File: config.mk
export PLATFORM = sky130hd
export DESIGN_NAME = qam16_nibble_packer
export DESIGN_NICKNAME = d
export VERILOG_FILES = /design/src/rtl/qam16_nibble_packer.sv
export SDC_FILE = /design/constraint.sdc
export NUM_CORES = 1
export LEC_CHECK = 0
export BUFFER_PORTS_ARGS = -buffer_cell sky130_fd_sc_hd__buf_2
export CELL_PAD_IN_SITES_DETAIL_PLACEMENT = 1
export CELL_PAD_IN_SITES_GLOBAL_PLACEMENT = 2
export CORE_MARGIN = 1
export CORE_UTILIZATION = 38
export DETAILED_ROUTE_END_ITERATION = 16
export PLACE_DENSITY_LB_ADDON = 0.08
export SYNTH_ARGS = -nofsm -noshare
export SYNTH_HDL_FRONTEND = slang
export SYNTH_SLANG_ARGS = --single-unit
File: constraint.sdc
create_clock -name clk -period 2.4 [get_ports clk]
set_clock_uncertainty 0.2 [all_clocks]
set_input_delay 0.48 -clock clk [delete_from_list [all_inputs] [get_ports clk]]
set_output_delay 0.48 -clock clk [all_outputs]
set_load 0.01 [all_outputs]
File: src/rtl/qam16_nibble_packer.sv
// qam16_nibble_packer
//   Pairs consecutive 4-bit 16-QAM demapped symbols into bytes and buffers
//   them in a small FIFO for the byte-oriented descrambler/deinterleaver.
//   The FIFO decouples the symbol-rate demapper from byte-side backpressure.
//
// Parameters
//   FIFO_DEPTH : number of byte entries (power of two, >= 2)
//   MSB_FIRST  : 1 = first nibble of a pair lands in byte[7:4],
//                0 = first nibble lands in byte[3:0]
//
// Ports
//   clk, rst_n             : clock (rising edge), async active-low reset
//   sym_valid/sym_ready    : symbol handshake, sym_bits carries the nibble
//   byte_valid/byte_ready  : byte handshake, byte_data is the FIFO head
//   byte_pad               : low/second nibble of byte_data is flush padding
//   fifo_level             : number of bytes currently stored
//   flush                  : only with QAM_PACK_FLUSH_EN; emits a held nibble
//
// Build option
//   QAM_PACK_FLUSH_EN : adds the flush port and padded-byte generation.
//                       Without it byte_pad is constant 0.
//
// state    | meaning
// S_FIRST  | waiting for the first nibble of a byte
// S_SECOND | first nibble held in hold_nib, waiting for the second
module qam16_nibble_packer #(
  parameter int FIFO_DEPTH = 4,
  parameter bit MSB_FIRST  = 1'b1
) (
  input  logic                          clk,
  input  logic                          rst_n,
  input  logic                          sym_valid,
  output logic                          sym_ready,
  input  logic [3:0]                    sym_bits,
  output logic                          byte_valid,
  input  logic                          byte_ready,
  output logic [7:0]                    byte_data,
  output logic                          byte_pad,
`ifdef QAM_PACK_FLUSH_EN
  input  logic                          flush,
`endif
  output logic [$clog2(FIFO_DEPTH):0]   fifo_level
);

  localparam int PW = $clog2(FIFO_DEPTH);
  localparam int LW = PW + 1;
  localparam logic [LW-1:0] DEPTH_L = LW'(FIFO_DEPTH);

  typedef enum logic {S_FIRST, S_SECOND} state_t;

  state_t          state_q, state_d;
  logic [3:0]      hold_nib_q, hold_nib_d;
  logic [PW-1:0]   wr_ptr_q, wr_ptr_d;
  logic [PW-1:0]   rd_ptr_q, rd_ptr_d;
  logic [LW-1:0]   level_q, level_d;
  // Each entry is {pad, data}
  logic [8:0]      mem_q [FIFO_DEPTH];
  logic [8:0]      mem_d [FIFO_DEPTH];

  logic            sym_hs;
  logic            byte_hs;
  logic            push;
  logic            pop;
  logic [7:0]      push_data;
  logic            push_pad;
  logic            not_full;

  // Registered-state functions only: byte_ready never reaches sym_ready.
  assign not_full   = (level_q < DEPTH_L);
  assign sym_ready  = (state_q == S_FIRST) || not_full;
  assign byte_valid = (level_q != '0);
  assign byte_data  = mem_q[rd_ptr_q][7:0];
  assign byte_pad   = mem_q[rd_ptr_q][8];
  assign fifo_level = level_q;

  assign sym_hs  = sym_valid && sym_ready;
  assign byte_hs = byte_valid && byte_ready;
  assign pop     = byte_hs;

  always_comb begin
    state_d    = state_q;
    hold_nib_d = hold_nib_q;
    push       = 1'b0;
    push_data  = 8'h00;
    push_pad   = 1'b0;
    case (state_q)
      S_FIRST: begin
        if (sym_hs) begin
          hold_nib_d = sym_bits;
          state_d    = S_SECOND;
        end
      end
      S_SECOND: begin
        if (sym_hs) begin
          push      = 1'b1;
          push_data = MSB_FIRST ? {hold_nib_q, sym_bits} : {sym_bits, hold_nib_q};
          state_d   = S_FIRST;
        end
`ifdef QAM_PACK_FLUSH_EN
        // A completing symbol takes priority; a flush against a full FIFO
        // simply waits for the requester to keep flush asserted.
        else if (flush && not_full) begin
          push      = 1'b1;
          push_pad  = 1'b1;
          push_data = MSB_FIRST ? {hold_nib_q, 4'h0} : {4'h0, hold_nib_q};
          state_d   = S_FIRST;
        end
`endif
      end
      default: state_d = S_FIRST;
    endcase
  end

  always_comb begin
    mem_d    = mem_q;
    wr_ptr_d = wr_ptr_q;
    rd_ptr_d = rd_ptr_q;
    level_d  = level_q;
    if (push) begin
      mem_d[wr_ptr_q] = {push_pad, push_data};
      wr_ptr_d        = wr_ptr_q + PW'(1);
    end
    if (pop) begin
      rd_ptr_d = rd_ptr_q + PW'(1);
    end
    case ({push, pop})
      2'b10:   level_d = level_q + LW'(1);
      2'b01:   level_d = level_q - LW'(1);
      default: level_d = level_q;
    endcase
  end

  always_ff @(posedge clk or negedge rst_n) begin
    if (!rst_n) begin
      state_q    <= S_FIRST;
      hold_nib_q <= 4'h0;
      wr_ptr_q   <= '0;
      rd_ptr_q   <= '0;
      level_q    <= '0;
      // Cleared so the head is a defined 0x00 before the first write.
      for (int i = 0; i < FIFO_DEPTH; i++) begin
        mem_q[i] <= '0;
      end
    end else begin
      state_q    <= state_d;
      hold_nib_q <= hold_nib_d;
      wr_ptr_q   <= wr_ptr_d;
      rd_ptr_q   <= rd_ptr_d;
      level_q    <= level_d;
      mem_q      <= mem_d;
    end
  end

endmodule

* Yosys cells after proc, flatten, opt, wreduce, memory -nomap -nowiden
Index checks and enable logic that the tools add are counted.
Storage, ports and cells: word-level logic and storage cells 42, bits in registers 48
Operators by class: magnitude comparators 4, bitwise operators 3, equal/unequal tests 2, muxes and demuxes 13, reduce and logical (&&, ||, !) cells 7, add/sub/neg operators 4
Operators by type and width (number):
- bitwise mux 36 bit | 1
- 2-to-1 mux 9 bit | 3
- binary-select mux 9 bit (select 2 bit) | 1
- demux 9 bit (select 2 bit) | 1
- 2-to-1 mux 8 bit | 2
- >= comparator 3 bit, second input constant | 2
- NOT 2 -> 3 bit | 2
- one-hot mux 3 bit (2 select lines) | 1
- adder 2 x 1 -> 2 bit, second input constant | 2
- adder 3 x 1 -> 3 bit, second input constant | 1
- logical AND 1 bit | 3
- less-than comparator 3 x 1 -> 1 bit, second input constant | 1
- less-than comparator 3 bit, second input constant | 1
- 2-to-1 mux 1 bit | 3
- nonzero test 3 bit | 1
- subtractor 3 x 1 -> 3 bit, second input constant | 1
- equality test 2 x 1 -> 1 bit, second input constant | 1
- equality test 2 bit, second input constant | 1
- one-hot mux 1 bit (2 select lines) | 1
- AND reduction 2 bit | 1
- nonzero test 2 bit | 1
- logical OR 1 bit | 1
- NOT 1 bit | 1

* Longest topological paths before layout
Gate-level depths: netlist of run 1.
depth after elaboration 7, mapped depth 11, mapped depth without buffers 10

* Worst setup path before layout of run 1
OpenSTA, ideal clock, no wires.
path kind reg2reg, start register level_q[2] (netlist: fifo_level[2]), end register level_q[2] (netlist: fifo_level[2]), cell stages (with the launch flop) 12, setup time 0.079 ns, clock period less this slack 2.358 ns, slack 0.042 ns, arrival time 2.078 ns, required time 2.121 ns, path through dfrtp_1 nand2_1 and2_1 ha_1 buf_4 inv_1 ha_1 inv_1 fa_1 xor2_1 nor2_1 xor2_1
On the way: word-level cells in the longest chain between the ends 7
Ends and longest elaborated chain:
- from (decl) | RTL line 55 | logic [LW-1:0] level_q, level_d;
- from (signal assigned) | RTL line 149 | level_q <= level_d;
- less-than comparator 3 bit * | RTL line 69 | assign not_full = (level_q < DEPTH_L);
- logical OR 1 bit * | RTL line 70 | assign sym_ready = (state_q == S_FIRST) || not_full;
- named net sym_ready | RTL line 33 | output logic sym_ready,
- logical AND 1 bit * | RTL line 76 | assign sym_hs = sym_valid && sym_ready;
- 2-to-1 mux 1 bit * | RTL line 94 | if (sym_hs) begin
- 2-to-1 mux 1 bit * | RTL line 86 | case (state_q)
- named net push | RTL line 62 | logic push;
- equality test 2 x 1 -> 1 bit / equality test 2 bit (equally long branches) | RTL line 126 | case ({push, pop})
- one-hot mux 3 bit (2 select lines) / nonzero test 2 bit (equally long branches)
Mark *: on every way through the listed nets, which the timed path passes. The rest lies on a longest branch. A chain may end at the register's enable or synchronous reset.

* Worst setup path after layout of run 1
start register rd_ptr_q[1], end output port byte_data[7]
On the way: word-level cells in the longest chain between the ends 4
Ends and longest elaborated chain:
- from (decl) | RTL line 54 | logic [PW-1:0] rd_ptr_q, rd_ptr_d;
- from (signal assigned) | RTL line 148 | rd_ptr_q <= rd_ptr_d;
- NOT 2 -> 3 bit (not written as such) | RTL line 72 | assign byte_data = mem_q[rd_ptr_q][7:0];
- binary-select mux 9 bit (select 2 bit) | RTL line 72
- 2-to-1 mux 9 bit (2 in series)
- to (decl) | RTL line 37 | output logic [7:0] byte_data,
No other way between the ends. The select of a mux whose other input is x is not followed.

==> metrics, run 1 <==
status finished clean; H-tree depth 2; vias in the first global route 1435; clock sinks 44; met2 WL 2.207 mm; GR Overflow Total 0; overall routing resource usage 18.69%; Worst-Margin Slew 0.5776 ns; R2R Setup Slk 0.21 ns; maximum root-to-sink buffer count 2; 1st-iter DRT viols 53; reg2reg end fifo_level[2]; Nets 218; Die Width 74.04 um; CP required 1.72 ns; routed length on met3 144 um; setup_tns 0 ns; Yosys reg bits 44; Die Footprint 5481 sq um; largest net degree at the start of global routing 45; clock root cell clkbuf_8; IO Count 22; peak fanout along the critical path 9; DR vias 1310; Max Slew Vio Count 0; slowest CP cell dfrtp_1; Reg2Reg Launch Point state_q; yosys synthesis warning count 0; maximum VDD drop 0.0004759 V; mapped cell area 1972 sq um; multi-input logic area 778.2 sq um; wire length per cell 15.90 um; crit-path cells mux4_2 -> buf_2; TritonRoute pass-1 iters 6; Final Hold Viols 0; hold_buf cts 0; Crit. End Element primary output; FP Rows 25; placeable core area 4848 sq um; pwr dens 1286 nW/um^2; overall routed net length 4.292 mm; DP HPWL 2.988 mm; Tcrit/Tclk final 92.53%; Tightest Hold Check Type in -> async; clk slew on worst S/H paths 0.08 ns; Post-synth EDFFs 0; share of the synthesized area in the top cell type 55.84%; Top FF cell, synth dfrtp_1; Lkg Pwr 1.061 nW; fill cell count 555; DIE HEIGHT 74.04 um; global-route wire length before repair 7.327 mm; DRC Markers 0; non-filler cells, final 270; share of layout cells above drive strength 1 25.12%; clock latency on the worst-skew pair 0.30 ns; Setup-failing EPs final 0; Max Fclk 450.3 MHz; max layer used met4; post-CTS sizing 0; DP Area 2161 sq um; routed vias/inst 4.852; syn nets 190; Ant. Diodes 0; power consumption 2.905 mW; max_cap viols 0; max incr delay on CP 0.69 ns; Routed Antenna Nets 0; Critical Setup Path Class reg -> out; synthesis-to-finish area growth 14.53%; Post-Layout Inst Area 2258 sq um; M1 WL 1.875 mm; Synth Instances 174; main area contributors after synthesis dfrtp_1 56%, mux4_2 9.1%, nand2_1 8.9%, o21ai_0 7.9%, ha_1 4.4%; PortBufs 20; CTS buffer count 5; post-synth top area cell dfrtp_1; asr flop ratio synth 100.0%; CTS tree done; CP startpoint kind register; Core Util, Final 46.58%; Initial Utilization 40.67%; gpl congestion 0.7135; Seq/Total Area, Yosys 55.84%; unrepaired setup endpoints after global routing false; post-synthesis cell type count 22; Placed Instances 261; syn avg cell area 11.33 sq um; FF+latch area 1101 sq um; Worst EP arrival 1.54 ns; initial antenna violation count 0; Slew headroom 61.49%; Final min period 2.221 ns; r2r worst-path depth 10
## cells in the mapped netlist, drive strengths merged, types with 2 or more instances
cell,n
nand2,47
dfrtp,44
o21ai,33
inv,8
mux4,8
buf,7
ha,7
mux2,4
xor2,4
clkbuf,2
xnor2,2
## through the flow
stage	hold slack, ns	worst slack [ns]
6_report	0.06124	0.1793
3_3_place_gp	0.2563	0.1646
5_1_grt	0.09963	0.01795
3_5_place_dp	0.2652	0.07222
2_1_floorplan	-0.01559	0.04241
4_1_cts	0.07785	0.1358
## state kept, by name (all words and copies together) (netlist names)
register / cells
mem_q: 32
hold_nib_q: 4
fifo_level: 3
rd_ptr_q: 2
wr_ptr_q: 2
state_q: 1
## final cells by class
| cell class | count | area share, % |
|---|---|---|
| Sequential cell | 44 | 48.75 |
| Multi-Input combinational cell | 113 | 34.46 |
| Timing Repair Buffer | 30 | 7.756 |
| Clock buffer | 8 | 3.989 |
| Tap cell | 67 | 3.712 |
| Inverter | 8 | 1.330 |
## cell usage in the layout (no fill, tap or decap)
master,Yosys,final
and2_1,1,1
and3b_2,1,1
buf_2,3,20
buf_4,2,10
clkbuf_1,0,2
clkbuf_8,0,6
conb_1,1,1
dfrtp_1,44,44
fa_1,1,1
ha_1,7,7
inv_1,8,8
mux2_2,4,4
mux2i_1,1,1
mux4_2,8,8
nand2_1,47,47
nor2_1,1,1
o21ai_0,31,31
o21ai_1,2,2
o31a_2,1,1
or3_2,1,1
xnor2_1,2,2
xor2_1,4,4
## cell families after synthesis
family,after synthesis,share of synthesized area (%)
XOR/XNOR,6,2.665
multiplexers,13,11.93
AND/OR/NAND/NOR,51,10.34
AO/OA/AOI/OAI,34,8.883
other,1,0.1902
buffers and inverters,17,4.695
flip-flops,44,55.84
adder cells (fa/ha/maj),8,5.457
## per-layer routing
layer	track usage, %	up-vias
li1	-	631
met1	21.49	650
met2	33.94	22
met3	4.472	7
met4	6.410	0
met5	0	-
## timing repair
item | CTS | global route
setup buffers | 0 | 1
setup endpoints to repair | 0 | 1
endpoints found under the hold margin | 0 | 0
## where the power goes
part           total, mW  internal (mW)  switching, mW  leakage [nW]
combinational       1.11          0.543          0.562         0.435
clock              0.483          0.235          0.248        0.0455
sequential          1.32           1.08          0.232         0.581
total               2.90           1.86           1.04          1.06
## worst max path at each step
stage | startpoint | to | depth (start not counted)
global placement | sym_valid | fifo_level[2] | 10
CTS | state_q | fifo_level[2] | 10
detailed placement | sym_valid | fifo_level[2] | 10
floorplan | fifo_level[2] | fifo_level[2] | 11
finish | rd_ptr_q[1] | byte_data[7] | 2
global route | state_q | fifo_level[2] | 10
## worst max-delay path: cells and delay by family (launching register included)
| kind | cells | cell delay, ns |
|---|---|---|
| buffers and inverters | 1 | 0.16 |
| flip-flops | 1 | 0.69 |
| multiplexers | 1 | 0.40 |
(Power assumes the default switching activity.)
==> inputs of run 2 (changes only) <==
CELL_PAD_IN_SITES_DETAIL_PLACEMENT = default   (was 1)
CELL_PAD_IN_SITES_GLOBAL_PLACEMENT = default   (was 2)
CORE_UTILIZATION = 40   (was 38)
clock period = 1.9 ns   (was 2.4 ns; I/O delays follow)
==> run 2 against run 1 <==
Compared with the run above: the run now ends with setup timing left; clock power rose by 30%; critical path type unchanged; clock-buffer cell count stayed put; final cell count increased by 3.0%.
==> metrics, run 2 (same netlist as run 1, synthesis figures left out) <==
Worst EP arrival 1.48 ns (was 1.54 ns); GR Overflow Total 0 (unchanged); Max Slew Vio Count 0 (unchanged); CTS tree done (unchanged); peak fanout along the critical path 4 (was 9); Placed Instances 267 (was 261); overall routed net length 3.891 mm (was 4.292 mm); Slew headroom 62.79% (was 61.49%); maximum VDD drop 0.0007020 V (was 0.0004759 V); commonest non-fill, non-tap cell in the layout nand2_1 (unchanged); Die Footprint 5214 sq um (was 5481 sq um); Setup-failing EPs final 10 (was 0); non-filler cells, final 278 (was 270); gpl congestion 0.6931 (was 0.7135); Die Width 72.21 um (was 74.04 um); IO Count 22 (unchanged); Lkg Pwr 1.153 nW (was 1.061 nW); DIE HEIGHT 72.21 um (was 74.04 um); pwr dens 1612 nW/um^2 (was 1286 nW/um^2); routed vias/inst 4.637 (was 4.852); crit-path cells buf_6 -> mux4_2 -> buf_6 (was mux4_2 -> buf_2); Final Hold Viols 0 (unchanged); CP startpoint rd_ptr_q[0] (was rd_ptr_q[1]); overall routing resource usage 17.17% (was 18.69%); clk slew on worst S/H paths 0.08 ns (about the same); max_cap viols 0 (unchanged); slowest CP cell mux4_2 (was dfrtp_1); vias in the first global route 1386 (was 1435); Tcrit/Tclk final 108.2%; Reg2Reg Launch Point fifo_level[2] (was state_q); TritonRoute pass-1 iters 4 (was 6); CTS buffer count 5 (unchanged); DR vias 1289 (was 1310); Critical Setup Path Class reg -> out (unchanged); violated checks setup timing; Tightest Hold Check Type in -> reg (was in -> async); clock latency on the worst-skew pair 0.29 ns (was 0.30 ns); 1st-iter DRT viols 35 (was 53); status complete, but fails checks (was finished clean); wire length per cell 14.00 um (was 15.90 um); max reg flops 32 (unchanged); Nets 226 (was 218); Crit. End Element primary output (unchanged); clock sinks 44 (unchanged); FP Rows 25 (unchanged); FF+latch area 1102 sq um (was 1101 sq um); initial antenna violation count 0 (unchanged); largest net degree at the start of global routing 45 (unchanged); CP startpoint kind register (unchanged); placeable core area 4723 sq um (was 4848 sq um); Worst-Margin Slew 0.5582 ns (was 0.5776 ns); H-tree depth 2 (unchanged); hold_sp sym_bits[3]; pre-CTS setup slack -0.1938 ns (was 0.07222 ns); Routed Antenna Nets 0 (unchanged); final worst slack -0.1556 ns (was 0.1793 ns); fill cell count 431 (was 555); Ant. Diodes 0 (unchanged); global-route wire length before repair 6.630 mm (was 7.327 mm); DRC Markers 0 (unchanged); PortBufs 20 (unchanged); DP HPWL 2.698 mm (was 2.988 mm); synthesis-to-finish area growth 26.02% (was 14.53%); clock root cell clkbuf_8 (unchanged); maximum root-to-sink buffer count 2 (unchanged); Max Fclk 486.5 MHz; share of layout cells above drive strength 1 31.75% (was 25.12%); unrepaired setup endpoints after global routing true (was false); most frequent cells in the layout 46 x nand2_1, 43 x dfrtp_1, 31 x o21ai_0 (was 47 x nand2_1, 44 x dfrtp_1, 31 x o21ai_0); Initial Utilization 41.75% (was 40.67%); Final min period 2.056 ns; Largest Register mem_q (unchanged); crit-path most repeated cell buf_6; multi-input logic area 822.0 sq um (was 778.2 sq um); CP required 1.32 ns (was 1.72 ns); max incr delay on CP 0.53 ns (was 0.69 ns)
-- run 2: cell count changes in the layout (fill, tap and decap cells not counted), sizes merged --
cell         delta
dlygate4sd3     +1
buf             +7
-- run 2: power by group --
part           leakage (nW)  switching [mW]  internal (mW)
registers             0.580           0.248           1.37
clock network        0.0515           0.297          0.332
logic                 0.521           0.798          0.957
-- run 2: layer usage --
metal	vias up	wire length, um	part of all wire (%)	GRT usage [%]
met5	-	0	0	0
met4	0	53	1.4	7.190
met3	4	168	4.3	3.194
met2	30	1908	49	27.93
met1	607	1760	45	22.69
li1	648	-	-	-
-- run 2: per-stage QoR --
stage	utilization (%)	TNS, ns	cell area (sq um)	power [mW]	hold slack (ns)
3_5_place_dp	48.48	-0.2286	2290	3.238	0.2686
5_1_grt	52.61	-1.876	2485	4.342	0.1317
2_1_floorplan	-	-0.3846	2009	2.661	-0.1156
4_1_cts	51.87	-1.310	2450	3.978	0.1256
3_3_place_gp	48.48	-0.1612	2290	3.170	0.2563
6_report	52.61	-1.186	2485	4.005	0.1353
-- run 2: worst paths after layout --
| check | to | depth (start not counted) | slack, ns |
|---|---|---|---|
| setup / recovery | byte_data[4] | 3 | -0.16 |
| hold / removal | hold_nib_q[3] | 2 | 0.14 |
| setup reg to reg | fifo_level[2] | 10 | -0.06 |
| hold reg to reg | mem_q[33] | 2 | 0.28 |
| max in group asynchronous | fifo_level[2] | 3 | 0.60 |
| min in group asynchronous | mem_q[29] | 3 | 0.50 |
-- run 2: area by class of cell --
class                   count  area share (%)
clock buffers               8           4.028
inverters                   8           1.208
multi-input cells         113           33.08
flip-flops and latches     44           44.36
well taps                  67           3.374
repair buffers             38           13.95
-- run 2: what timing repair did --
item,in CTS,in global routing
gates resized for setup,7,6
pin swaps,4,0
hold buffers,1,0
buffers inserted,2,0
endpoints found under the setup margin,11,11
hold endpoints to repair,44,0
-- run 2: critical path, delay by kind of cell (launching register included) --
kind                   cells  cell delay (ns)
multiplexers               1             0.53
buffers and inverters      2             0.27
flip-flops                 1             0.38
==> inputs of run 3 (changes only) <==
clock period = 2.3 ns   (was 1.9 ns; I/O delays follow)
==> run 3 against run 2 <==
Compared with the run above: the flow now finishes without violations; via count fell by 2.7%; routed wire length down 3.6%; clock power shrank 17%; hold slack worse by 0.097 ns; utilization shrank 4.4 points; combinational power fell by 36%; critical endpoint is now fifo_level[2].
==> metrics, run 3 (same netlist as run 1, synthesis figures left out) <==
max reg flops 32 (unchanged); fill cell count 455 (was 431); Largest Register mem_q (unchanged); CTS buffer count 5 (unchanged); Max Fclk 462.2 MHz; GR Overflow Total 0 (unchanged); Critical Setup Path Class reg -> reg (was reg -> out); non-filler cells, final 270 (was 278); Setup-failing EPs final 0 (was 10); Slew headroom 62.90% (was 62.79%); Tcrit/Tclk final 94.06%; grt met1 use 23.22% (was 22.69%); Max Slew Vio Count 0 (unchanged); FF+latch area 1102 sq um (unchanged); overall routing resource usage 16.79% (was 17.17%); Ant. Diodes 0 (unchanged); IO Count 22 (unchanged); DR vias 1254 (was 1289); placeable core area 4723 sq um (unchanged); largest net degree at the start of global routing 45 (unchanged); H-tree depth 2 (unchanged); DRC Markers 0 (unchanged); DP HPWL 2.634 mm (was 2.698 mm); multi-input logic area 785.8 sq um (was 822.0 sq um); peak fanout along the critical path 4 (unchanged); Reg2Reg Launch Point state_q (was fifo_level[2]); FP Rows 25 (unchanged); Core Util, Final 48.21% (was 52.61%); Nets 218 (was 226); gpl congestion 0.7088 (was 0.6931); setup_tns 0 ns (was -1.186 ns); max_cap viols 0 (unchanged); GRT met2 Usage 25.86% (was 27.93%); clock root cell clkbuf_8 (unchanged); overall routed net length 3.750 mm (was 3.891 mm); global-route wire length before repair 6.423 mm (was 6.630 mm); Placed Instances 261 (was 267); PortBufs 20 (unchanged); status finished clean (was complete, but fails checks); vias in the first global route 1265 (was 1386); most frequent cells in the layout 46 x nand2_1, 43 x dfrtp_1, 31 x o21ai_0 (unchanged); Die Footprint 5214 sq um (unchanged); Lkg Pwr 1.068 nW (was 1.153 nW); Worst-Margin Slew 0.5565 ns (was 0.5582 ns); synthesis-to-finish area growth 15.48% (was 26.02%); CP startpoint state_q (was rd_ptr_q[0]); pwr dens 1325 nW/um^2 (was 1612 nW/um^2); Worst EP arrival 2.18 ns (was 1.48 ns); Initial Utilization 41.75% (unchanged); clock latency on the worst-skew pair 0.29 ns (about the same); GR Util met3 4.583% (was 3.194%); Final min period 2.163 ns; Routed Antenna Nets 0 (unchanged); TritonRoute pass-1 iters 4 (unchanged); unrepaired setup endpoints after global routing false (was true); wire length per cell 13.89 um (was 14.00 um); Crit. End Element register (was primary output); clk slew on worst S/H paths 0.08 ns (about the same); maximum VDD drop 0.0005787 V (was 0.0007020 V); share of layout cells above drive strength 1 27.59% (was 31.75%); Die Width 72.21 um (unchanged); clock sinks 44 (unchanged); initial antenna violation count 0 (unchanged); 1st-iter DRT viols 56 (was 35); CP startpoint kind register (unchanged); Final Hold Viols 0 (unchanged); commonest non-fill, non-tap cell in the layout nand2_1 (unchanged); GRT busiest layer met2 (unchanged); CTS tree done (unchanged); maximum root-to-sink buffer count 2 (unchanged); routed vias/inst 4.644 (was 4.637); Tightest Hold Check Type in -> async (was in -> reg); DIE HEIGHT 72.21 um (unchanged); CP required 2.31 ns (was 1.32 ns)
run 3: cell count changes in the layout (fill, tap and decap cells not counted), moves of 2 or more:
cell    before  now
inv_2        2    0
ha_4         2    0
buf_6       11    0
buf_12       4    0
inv_1        6    8
buf_2       13   20
run 3: per-layer routing:
metal	part of all wire [%]	wire, um
met5	0	0
met4	0.85	32
met3	3.5	130
met2	46	1711
met1	50	1875
run 3: final timing paths:
| check | endpoint | slack, ns | cells past startpoint |
|---|---|---|---|
| worst max-delay path | fifo_level[2] | 0.14 | 10 |
| worst min-delay path | mem_q[31] | 0.04 | 2 |
| worst max register to register | fifo_level[2] | 0.14 | 10 |
| worst min register to register | mem_q[19] | 0.28 | 2 |
| max in group asynchronous | fifo_level[2] | 1.46 | 2 |
| min in group clk | hold_nib_q[1] | 0.23 | 2 |
run 3: worst max-delay path, stage by stage, from the launching register on:
cell     delay (ns)
dfrtp_1        0.40
nand2_2        0.07
and2_4         0.16
ha_1           0.19
inv_1          0.06
ha_2           0.17
inv_1          0.05
fa_1           0.36
xor2_1         0.15
nor2_1         0.12
xor2_1         0.15
run 3: per-stage QoR:
stage / hold slack [ns] / setup slack, ns / total power [mW] / cell area, sq um
after floorplan: -0.03559 / 0.02970 / 2.156 / 1976
after detailed placement: 0.2682 / 0.02734 / 2.526 / 2165
after CTS: 0.05841 / 0.09337 / 3.053 / 2265
final: 0.03828 / 0.1366 / 3.018 / 2277
after global placement: 0.2567 / 0.07299 / 2.461 / 2165
after global routing: 0.08219 / 0.01173 / 3.297 / 2277
run 3: area by class of cell:
type / instances / area share (%)
timing repair buffer: 30 / 7.692
clock buffer: 8 / 4.396
inverter: 8 / 1.319
multi-input combinational: 113 / 34.51
sequential: 44 / 48.41
tap: 67 / 3.681
run 3: power by group:
group / internal [mW] / switching (mW) / leakage [nW] / total [mW]
clock network: 0.274 / 0.249 / 0.0515 / 0.524
logic: 0.568 / 0.559 / 0.437 / 1.13
registers: 1.13 / 0.235 / 0.580 / 1.37
total: 1.98 / 1.04 / 1.07 / 3.02
run 3: timing repair:
action | CTS | global route
setup buffers | 0 | 1
endpoints found under the setup margin | 0 | 1
hold buffers | 0 | 0
gates resized for setup | 0 | 2
